File: config.mk
export PLATFORM = sky130hd
export DESIGN_NAME = vertex_streamer
export DESIGN_NICKNAME = d
export VERILOG_FILES = /design/src/rtl/vertex_streamer.sv
export SDC_FILE = /design/constraint.sdc
export NUM_CORES = 1
export LEC_CHECK = 0
export BUFFER_PORTS_ARGS = -buffer_cell sky130_fd_sc_hd__buf_2
export CAP_MARGIN = 40
export CORE_MARGIN = 2
export CORE_UTILIZATION = 39
export CTS_CLUSTER_DIAMETER = 40
export CTS_CLUSTER_SIZE = 28
export DETAILED_ROUTE_END_ITERATION = 16
export GPL_ROUTABILITY_DRIVEN = 0
export PLACE_DENSITY = 0.8
export RECOVER_POWER = 25
export SLEW_MARGIN = 20
export SYNTH_ARGS = -nofsm -noshare
export SYNTH_HDL_FRONTEND = slang
export SYNTH_SLANG_ARGS = --single-unit
File: constraint.sdc
create_clock -name clk_in -period 8.3 [get_ports clk_in]
set_input_delay 1.245 -clock clk_in [delete_from_list [all_inputs] [get_ports clk_in]]
set_output_delay 1.245 -clock clk_in [all_outputs]
set_load 0.02 [all_outputs]
File: src/rtl/vertex_streamer.sv
// vertex_streamer: fetches a contiguous run of 128-bit vertex words from BRAM
// and presents each one as four 32-bit lanes on a valid/ready handshake.
module vertex_streamer #(
  parameter int unsigned ADDR_W      = 10,
  parameter int unsigned MEM_LATENCY = 2
) (
  input  logic              clk_in,
  input  logic              rst_in,
  input  logic              start_in,
  input  logic [ADDR_W-1:0] base_addr_in,
  input  logic [ADDR_W-1:0] count_in,
  output logic [ADDR_W-1:0] mem_addr_out,
  input  logic [127:0]      mem_data_in,
  output logic [31:0]       pos_out [3:0],
  output logic              valid_out,
  input  logic              ready_in,
  output logic              obj_done_out,
  output logic              busy_out,
  output logic              done_out
);

  localparam int unsigned LAT_W  = 2;
  localparam int unsigned WORD_W = 32;
  localparam int unsigned LANES  = 4;

  typedef enum logic [1:0] {
    S_IDLE,
    S_FETCH,
    S_PRESENT
  } state_e;

  state_e            state_q, state_d;
  logic [ADDR_W-1:0] mem_addr_q, mem_addr_d;
  logic [ADDR_W-1:0] remaining_q, remaining_d;
  logic [LAT_W-1:0]  lat_q, lat_d;
  logic [WORD_W-1:0] pos_q [LANES-1:0];
  logic [WORD_W-1:0] pos_d [LANES-1:0];
  logic              valid_q, valid_d;
  logic              obj_done_q, obj_done_d;
  logic              busy_q, busy_d;
  logic              done_q, done_d;
  logic              xfer_c;

  assign xfer_c = valid_q & ready_in;

  // Next-state and next-output computation for the fetch/present sequencer.
  always_comb begin
    state_d     = state_q;
    mem_addr_d  = mem_addr_q;
    remaining_d = remaining_q;
    lat_d       = lat_q;
    pos_d       = pos_q;
    valid_d     = valid_q;
    obj_done_d  = obj_done_q;
    busy_d      = busy_q;
    done_d      = 1'b0;

    case (state_q)
      S_IDLE: begin
        if (start_in) begin
          if (count_in != '0) begin
            mem_addr_d  = base_addr_in;
            remaining_d = count_in;
            lat_d       = '0;
            busy_d      = 1'b1;
            state_d     = S_FETCH;
          end else begin
            // Empty run: report completion without touching memory.
            done_d = 1'b1;
          end
        end
      end

      S_FETCH: begin
        if (lat_q == LAT_W'(MEM_LATENCY - 1)) begin
          for (int unsigned i = 0; i < LANES; i++) begin
            pos_d[i] = mem_data_in[i*WORD_W +: WORD_W];
          end
          valid_d    = 1'b1;
          obj_done_d = (remaining_q == ADDR_W'(1));
          state_d    = S_PRESENT;
        end else begin
          lat_d = lat_q + LAT_W'(1);
        end
      end

      S_PRESENT: begin
        if (xfer_c) begin
          valid_d    = 1'b0;
          obj_done_d = 1'b0;
          if (remaining_q != ADDR_W'(1)) begin
            // Address wraps naturally at the ADDR_W boundary.
            mem_addr_d  = mem_addr_q + ADDR_W'(1);
            remaining_d = remaining_q - ADDR_W'(1);
            lat_d       = '0;
            state_d     = S_FETCH;
          end else begin
            busy_d  = 1'b0;
            done_d  = 1'b1;
            state_d = S_IDLE;
          end
        end
      end

      default: begin
        state_d = S_IDLE;
      end
    endcase
  end

  // State and output registers; reset clears everything immediately.
  always_ff @(posedge clk_in or posedge rst_in) begin
    if (rst_in) begin
      state_q     <= S_IDLE;
      mem_addr_q  <= '0;
      remaining_q <= '0;
      lat_q       <= '0;
      for (int unsigned i = 0; i < LANES; i++) begin
        pos_q[i] <= '0;
      end
      valid_q     <= 1'b0;
      obj_done_q  <= 1'b0;
      busy_q      <= 1'b0;
      done_q      <= 1'b0;
    end else begin
      state_q     <= state_d;
      mem_addr_q  <= mem_addr_d;
      remaining_q <= remaining_d;
      lat_q       <= lat_d;
      pos_q       <= pos_d;
      valid_q     <= valid_d;
      obj_done_q  <= obj_done_d;
      busy_q      <= busy_d;
      done_q      <= done_d;
    end
  end

  assign mem_addr_out = mem_addr_q;
  assign pos_out      = pos_q;
  assign valid_out    = valid_q;
  assign obj_done_out = obj_done_q;
  assign busy_out     = busy_q;
  assign done_out     = done_q;

endmodule

==> impl_metrics.ini, run 1 <==
[status]
status = finished with violations
violations = max-capacitance violations, max-slew violations

[power_and_ir_drop]
seqPwrFrac = 0.360
internal-power_w = 0.00237
power.density_nw_per_um2 = 442
fin_total_pwr_w = 0.00386
sw_frac_of_total = 0.387
peakVddDrop_mv = 0.212
pwr-share-comb = 0.424
clockPowerShare = 0.216
leakagePower_nw = 4.17
switchingPower_w = 0.00149

[min_path]
hp-class = register to register
min_path_cells = 1

[timing]
timing.slew.headroom = -1.23
finalSetupViolations = 0
clock_skew_ns = 0.0122
hold_violations = 0
max_freq_mhz = 218
fin_crit_ns = 4.59
timing.final.crit_share = 0.553
worst_hold_slack_ns = 0.500
rsz0062_at_grt = no
final_max_slew_viol_count = 167
finalSetupTns_ns = 0
worst_slew_pin_slew_ns = 3.32

[detailed_routing]
vias_per_cell = 4.90
drt_pre_antenna_iters = 5
avgRoutedWirePerCell_um = 15.7
antenna_left = 0
num_vias = 4860
wirelength_mm = 15.5
drtIter0Drc = 271
remaining_drc_errors = 0

[critical_path]
start_kind = primary input
cp.arrival_ns = 4.74
critPathKind = primary input to asynchronous set/reset pin
critPathCaptureType = asynchronous set/reset pin
critical_path_peak_fanout = 77
ff2ff_path_depth = 3
required_ns = 8.45

[clocking]
cts_sinks = 156
hold_buffers = 0
cts_tree = built
clock-root-buffer = clkbuf_16
path_clk_slew_ns = 0.06
cts_setup_buffers = 0
cts_resized = 0
htree_levels = 4
cts-buffers-inserted = 17
clk_path_buf_depth = 2
clock_latency_ns = 0.41

[floorplan]
initial_core_util = 0.402
io_pins = 294
placementRows = 46
die_h_um = 132
die_w_um = 132
coreArea_um2 = 15900
die_area_um2 = 17500

[synthesis]
synthArstFlopShare = 1.00
synth_top_cell_area_share = 0.609
synthCells = 469
synth_cell_types = 45
synth_most_common_cell = dfrtp_1
synthTopCellsByCount = dfrtp_1, mux2_2, nand2_1
synth_area_per_cell_um2 = 13.7
netlist_area_um2 = 6410
yosys.area.top_type = dfrtp_1
ys_seq_area_frac = 0.609
ys_seq_elements = 156
synth_flop_cell = dfrtp_1
synth_enable_flop_cells = 0
syn_nets = 625
synth_area_leaders = dfrtp_1, mux2_2, a21oi_1, nand2_1, o21ai_0
ys.warnings.count = 0

[layout]
nNetsFinal = 919
area_growth_pct = 36.2
drive_above_1_share = 0.596
diodes = 0

[place]
place.detailed.hpwl_mm = 11.3
port-buffer-count = 293

[global_routing]
grt-ovfl-total = 0
grt_pass1_vias = 4975
grt_usage = 0.179
grt_max_degree = 78
antenna_found_initial = 0
grt_pass1_wl_mm = 25.1

[job]
cap_violations = 3
==> final cells by class <==
cell class	count	area, µm²
Fill cell	1368	7220
Sequential cell	156	3900
Multi-Input combinational cell	279	2340
Timing Repair Buffer	299	1540
Clock buffer	17	425
Tap cell	216	270
Clock inverter	14	209
Inverter	10	38.8
==> layer usage <==
metal	up-vias	global-route usage	share of wire
met4	0	0.0633	0.019
met5	-	0	0
met2	225	0.293	0.49
met1	2323	0.227	0.41
li1	2288	-	-
met3	24	0.0531	0.076
==> power by group through the flow <==
stage	Combinational, W	Clock (W)	Sequential, W
after floorplan	0.000681	0	0.00179
after global placement	0.00159	0	0.00138
after detailed placement	0.00164	0	0.00139
after CTS	0.00164	0.000855	0.00139
after global routing	0.00175	0.000891	0.00144
final	0.00164	0.000835	0.00139
==> cell usage in the layout, fill, tap and decap left out, types with 3 or more instances in the layout <==
| cell type | Yosys | layout |
|---|---|---|
| nor3_1 | 4 | 4 |
| or4_1 | 3 | 3 |
| mux2_2 | 128 | 128 |
| buf_2 | 8 | 293 |
| nor2_1 | 11 | 11 |
| nor4_1 | 4 | 4 |
| a21oi_1 | 26 | 26 |
| bufinv_16 | 0 | 4 |
| ha_1 | 4 | 4 |
| inv_6 | 0 | 3 |
| inv_1 | 10 | 9 |
| clkbuf_16 | 0 | 17 |
| dfrtp_1 | 156 | 156 |
| nand2_1 | 27 | 27 |
| clkbuf_1 | 9 | 4 |
| o21ai_0 | 15 | 15 |
| inv_8 | 0 | 3 |
| o22ai_1 | 6 | 6 |
| nand3_1 | 11 | 11 |
| nand2b_1 | 3 | 3 |
| o2bb2ai_1 | 4 | 4 |
==> flip-flops by register name (all words and copies together) (netlist names) <==
| name | flops |
|---|---|
| pos_out | 128 |
| obj_done_out | 1 |
| state_q | 2 |
| valid_out | 1 |
| remaining_q | 10 |
| busy_out | 1 |
| lat_q | 2 |
| done_out | 1 |
| mem_addr_out | 10 |
==> final timing paths <==
kind	from	end	slack [ns]
max in group clk_in	state_q[1]	pos_out[66]	4.60
min in group asynchronous	rst_in	pos_out[23]	1.79
worst min register to register	pos_out[10]	pos_out[10]	0.50
worst max-delay path	rst_in	pos_out[108]	3.71
worst max register to register	state_q[1]	pos_out[66]	4.60
worst min-delay path	pos_out[10]	pos_out[10]	0.50
==> logic make-up after synthesis <==
family	count (synthesis)	share of synthesized area
simple gates	80	0.0680
flops	156	0.609
fa+ha+maj	4	0.00781
mux	128	0.225
compound gates	67	0.0650
buf+inv	34	0.0250
==> worst max-delay path, stage by stage <==
cell	delay, ns
buf_2	0.10
clkinvlp_2	1.84
clkbuf_1	1.47
==> per-stage QoR <==
step | area (µm²) | setup WS (ns) | cells | util
final | 8730 | 3.71 | 991 | 0.547
after global routing | 8730 | 2.89 | 991 | 0.547
after detailed placement | 8110 | 5.38 | 960 | 0.509
after floorplan | 6410 | 2.85 | 469 | -
after global placement | 8060 | 5.36 | 958 | 0.505
after CTS | 8750 | 5.84 | 991 | 0.549
Note: power is estimated with default switching activity, not from simulation.
==> run 2, diff against run 1 <==
==> constraint.sdc (replaced) <==
create_clock -name clk_in -period 4.7 [get_ports clk_in]
set_input_delay 0.705 -clock clk_in [delete_from_list [all_inputs] [get_ports clk_in]]
set_output_delay 0.705 -clock clk_in [all_outputs]
set_load 0.02 [all_outputs]
==> impl_metrics.ini, run 2 (same netlist as run 1, synthesis figures left out) <==
[layout]
area_growth_pct = 35.3
final_cell_mix = buf_2, dfrtp_1, mux2_2, nand2_1, a21oi_1
diodes = 0
fin_area_um2 = 8670
largest_register_ffs = 128
drive_above_1_share = 0.599
final_cell_count_no_fill = 994
nNetsFinal = 921
layout_commonest_cell = buf_2

[detailed_routing]
remaining_drc_errors = 0
wirelength_mm = 15.6
drt_pre_antenna_iters = 4
drtIter0Drc = 132
antenna_left = 0
vias_per_cell = 4.89
avgRoutedWirePerCell_um = 15.6
num_vias = 4863

[timing]
hold_violations = 0
timing.slew.headroom = -0.112
clock_skew_ns = 0.0117
finalSetupTns_ns = 0
worst_slew_pin_slew_ns = 1.67
timing.final.crit_share = 0.641
max_freq_mhz = 332
finalSetupViolations = 0
final_max_slew_viol_count = 33
rsz0062_at_grt = no
fin_crit_ns = 3.01

[global_routing]
antenna_found_initial = 0
grt_max_degree = 63
grt-ovfl-total = 0
grt_usage = 0.178
grt_pass1_wl_mm = 24.7
grt_pass1_vias = 5050

[critical_path]
crit_slowest_cell = clkbuf_1
path_cells = buf_2 > clkinvlp_2 > clkbuf_1 > clkbuf_2
critical_path_peak_fanout = 54
crit_buf_inv = 4
critPathKind = primary input to asynchronous set/reset pin
start_kind = primary input
critPathTopFamily = buffers and inverters
cp.arrival_ns = 3.32
critPathCaptureType = asynchronous set/reset pin
cpPeakStageDelay_ns = 1.20
required_ns = 5.00

[status]
violations = max-capacitance violations, max-slew violations
status = finished with violations

[floorplan]
die_w_um = 132
die_area_um2 = 17500
die_h_um = 132
io_pins = 294
initial_core_util = 0.402
coreArea_um2 = 15900
placementRows = 46

[power_and_ir_drop]
leakagePower_nw = 4.14
peakVddDrop_mv = 0.377
power.density_nw_per_um2 = 764

[place]
dp_cells = 962
port-buffer-count = 293
place.detailed.hpwl_mm = 11.3
placed_area_um2 = 8130

[clocking]
clock-root-buffer = clkbuf_16
htree_levels = 4
clk_path_buf_depth = 2
hold_buffers = 0
cts_tree = built
cts-buffers-inserted = 17
cts_sinks = 156
cts_setup_buffers = 0
cts_resized = 0
clock_latency_ns = 0.43
path_clk_slew_ns = 0.06

[job]
cap_violations = 1

[min_path]
hp-class = register to register
run 2: cell types whose count changed in the layout (fill, tap and decap cells not counted):
cell,change
buf_4,+3
clkbuf_1,-1
bufinv_16,-4
inv_6,+3
clkinv_2,-1
clkinv_4,+1
clkbuf_2,+1
clkinvlp_4,+1
run 2: worst paths after layout:
check | start | to | slack [ns] | cells past startpoint
worst max register to register | state_q[1] | mem_addr_out[7] | 2.28 | 5
worst max-delay path | rst_in | remaining_q[3] | 1.69 | 4
max in group clk_in | state_q[1] | mem_addr_out[7] | 2.28 | 5
min in group asynchronous | rst_in | pos_out[106] | 0.56 | 3
worst min register to register | pos_out[122] | pos_out[122] | 0.50 | 1
worst min-delay path | pos_out[122] | pos_out[122] | 0.50 | 1
run 2: layout make-up:
class | instances | area (µm²)
multi-input combinational | 279 | 2340
tap | 216 | 270
clock inverter | 14 | 126
timing repair buffer | 301 | 1560
inverter | 10 | 38.8
fill | 1386 | 7270
clock buffer | 18 | 429
sequential | 156 | 3900
run 2: routing by layer:
layer | vias to the layer above | global-route usage | share of wire
met4 | 0 | 0.0800 | 0.024
met2 | 245 | 0.295 | 0.48
met5 | - | 0 | 0
met3 | 29 | 0.0623 | 0.090
li1 | 2283 | - | -
met1 | 2306 | 0.210 | 0.41
run 2: through the flow:
step | setup slack (ns) | hold slack [ns] | total power (W) | util
finish | 1.69 | 0.498 | 0.00662 | 0.544
global route | 1.14 | 0.487 | 0.00700 | 0.544
CTS | 2.33 | 0.297 | 0.00668 | 0.544
detailed placement | 2.34 | 0.487 | 0.00536 | 0.510
global placement | 2.38 | 0.481 | 0.00524 | 0.506
floorplan | 2.02 | 0.463 | 0.00437 | -
run 2: power breakdown:
group	internal, W	switching, W
Sequential	0.00202	0.000413
Clock	0.000697	0.000599
Combinational	0.00124	0.00165
==> run 3, diff against run 2 <==
--- a/config.mk
+++ b/config.mk
@@ -13,7 +13,7 @@
 export CTS_CLUSTER_SIZE = 28
 export DETAILED_ROUTE_END_ITERATION = 16
 export GPL_ROUTABILITY_DRIVEN = 0
-export PLACE_DENSITY = 0.8
+export PLACE_DENSITY = 0.82
 export RECOVER_POWER = 25
 export SLEW_MARGIN = 20
 export SYNTH_ARGS = -nofsm -noshare
==> constraint.sdc (replaced) <==
create_clock -name clk_in -period 2.41 [get_ports clk_in]
set_input_delay 0.3615 -clock clk_in [delete_from_list [all_inputs] [get_ports clk_in]]
set_output_delay 0.3615 -clock clk_in [all_outputs]
set_load 0.02 [all_outputs]
==> impl_metrics.ini, run 3 (same netlist as run 1, synthesis figures left out) <==
[global_routing]
grt_pass1_wl_mm = 25.5
antenna_found_initial = 3
grt-ovfl-total = 0
grt_max_degree = 92
grt_pass1_vias = 5212
grt_usage = 0.182

[critical_path]
critPathKind = register to register
ff2ff_path_depth = 7
critical_path_peak_fanout = 17
r2r-start = state_q[1]
required_ns = 2.69
reg2reg_to = mem_addr_out[4]
cp.arrival_ns = 2.38
critPathCapture = mem_addr_out[4]
r2r_slack_ns = 0.31
start_kind = register
critPathCaptureType = register
crit_start = state_q[1]

[status]
violations = max-capacitance violations, max-slew violations
status = finished with violations

[detailed_routing]
wirelength_mm = 15.8
drt_pre_antenna_iters = 5
drtIter0Drc = 254
remaining_drc_errors = 0
num_vias = 4895
avgRoutedWirePerCell_um = 15.9
antenna_left = 0
vias_per_cell = 4.91

[power_and_ir_drop]
leakagePower_nw = 4.17
clockPowerShare = 0.202
power.density_nw_per_um2 = 1500
internal-power_w = 0.00787
pwr-share-comb = 0.434
switchingPower_w = 0.00519
sw_frac_of_total = 0.397
seqPwrFrac = 0.364
peakVddDrop_mv = 0.923

[clocking]
clk_path_buf_depth = 2
hold_buffers = 0
cts-buffers-inserted = 17
cts_setup_buffers = 0
path_clk_slew_ns = 0.07
clock_latency_ns = 0.41
cts_sinks = 156
clock-root-buffer = clkbuf_16
htree_levels = 4
cts_tree = built
cts_resized = 0

[floorplan]
die_h_um = 132
placementRows = 46
initial_core_util = 0.402
die_w_um = 132
coreArea_um2 = 15900
io_pins = 294
die_area_um2 = 17500

[layout]
drive_above_1_share = 0.604
final_core_util = 0.546
largest_register_ffs = 128
layout_commonest_cell = buf_2
area_growth_pct = 36.0
final_cell_mix = buf_2, dfrtp_1, mux2_2, nand2_1, a21oi_1
nNetsFinal = 923

[timing]
clock_skew_ns = 0.00712
timing.slew.headroom = -0.0855
max_freq_mhz = 475
worst_slew_pin_slew_ns = 1.63
finalSetupViolations = 0
rsz0062_at_grt = no
hold_violations = 0
fin_crit_ns = 2.10
final_max_slew_viol_count = 66
finalSetupTns_ns = 0
timing.final.crit_share = 0.873

[min_path]
hp-class = primary input to register

[place]
port-buffer-count = 293
place.detailed.hpwl_mm = 11.6

[job]
cap_violations = 1
-- run 3: cell count changes in the layout (fill, tap and decap cells not counted), sizes merged --
cell	change
buf	+3
inv	-2
bufinv	+1
clkbuf	-1
clkinv	+1
diode	+1
-- run 3: metrics by stage --
stage | std cells | instance area, µm² | power, W | setup WS (ns) | hold slack, ns
after detailed placement | 964 | 8150 | 0.0105 | 0.327 | 0.487
after global placement | 964 | 8150 | 0.0103 | 0.453 | 0.482
after floorplan | 469 | 6410 | 0.00852 | 0.0756 | 0.463
after CTS | 996 | 8740 | 0.0132 | 0.339 | 0.0805
final | 997 | 8710 | 0.0131 | 0.306 | 0.172
after global routing | 997 | 8710 | 0.0138 | 0.117 | 0.153
-- run 3: final cells by class --
cell class | count | area, µm²
Fill cell | 1370 | 7230
Inverter | 10 | 38.8
Tap cell | 216 | 270
Sequential cell | 156 | 3900
Antenna cell | 1 | 2.50
Clock inverter | 14 | 150
Clock buffer | 18 | 439
Timing Repair Buffer | 303 | 1560
Multi-Input combinational cell | 279 | 2340
-- run 3: routing by layer --
metal / wire length, µm / part of all wire / global-route usage
met1: 6180 / 0.39 / 0.209
met2: 7810 / 0.49 / 0.306
met3: 1330 / 0.084 / 0.0607
met4: 505 / 0.032 / 0.0896
met5: 16 / 0.0010 / 0
-- run 3: critical path, stage by stage, from the launching register on --
cell and delay, ns:
dfrtp_1 0.55, buf_4 0.26, nor4_1 0.29, nand3_1 0.25, o211a_1 0.22, buf_4 0.18, a21oi_1 0.14, a31oi_1 0.08
-- run 3: power by group through the flow --
stage          Combinational, W  Sequential [W]  Clock, W
2_1_floorplan           0.00235         0.00618         0
3_3_place_gp            0.00558         0.00470         0
3_5_place_dp            0.00573         0.00477         0
6_report                0.00567         0.00475   0.00264
5_1_grt                 0.00606         0.00493   0.00282
4_1_cts                 0.00573         0.00474   0.00272
-- run 3: worst min-delay path by stage --
stage                    startpoint     endpoint  slack [ns]  depth (start not counted)
detailed placement      pos_out[56]  pos_out[56]        0.49                          1
CTS                          rst_in  pos_out[59]        0.08                          3
floorplan                  lat_q[0]     lat_q[0]        0.46                          1
global placement        pos_out[95]  pos_out[95]        0.48                          1
finish              mem_data_in[50]  pos_out[50]        0.17                          2
global route        mem_data_in[34]  pos_out[34]        0.15                          2
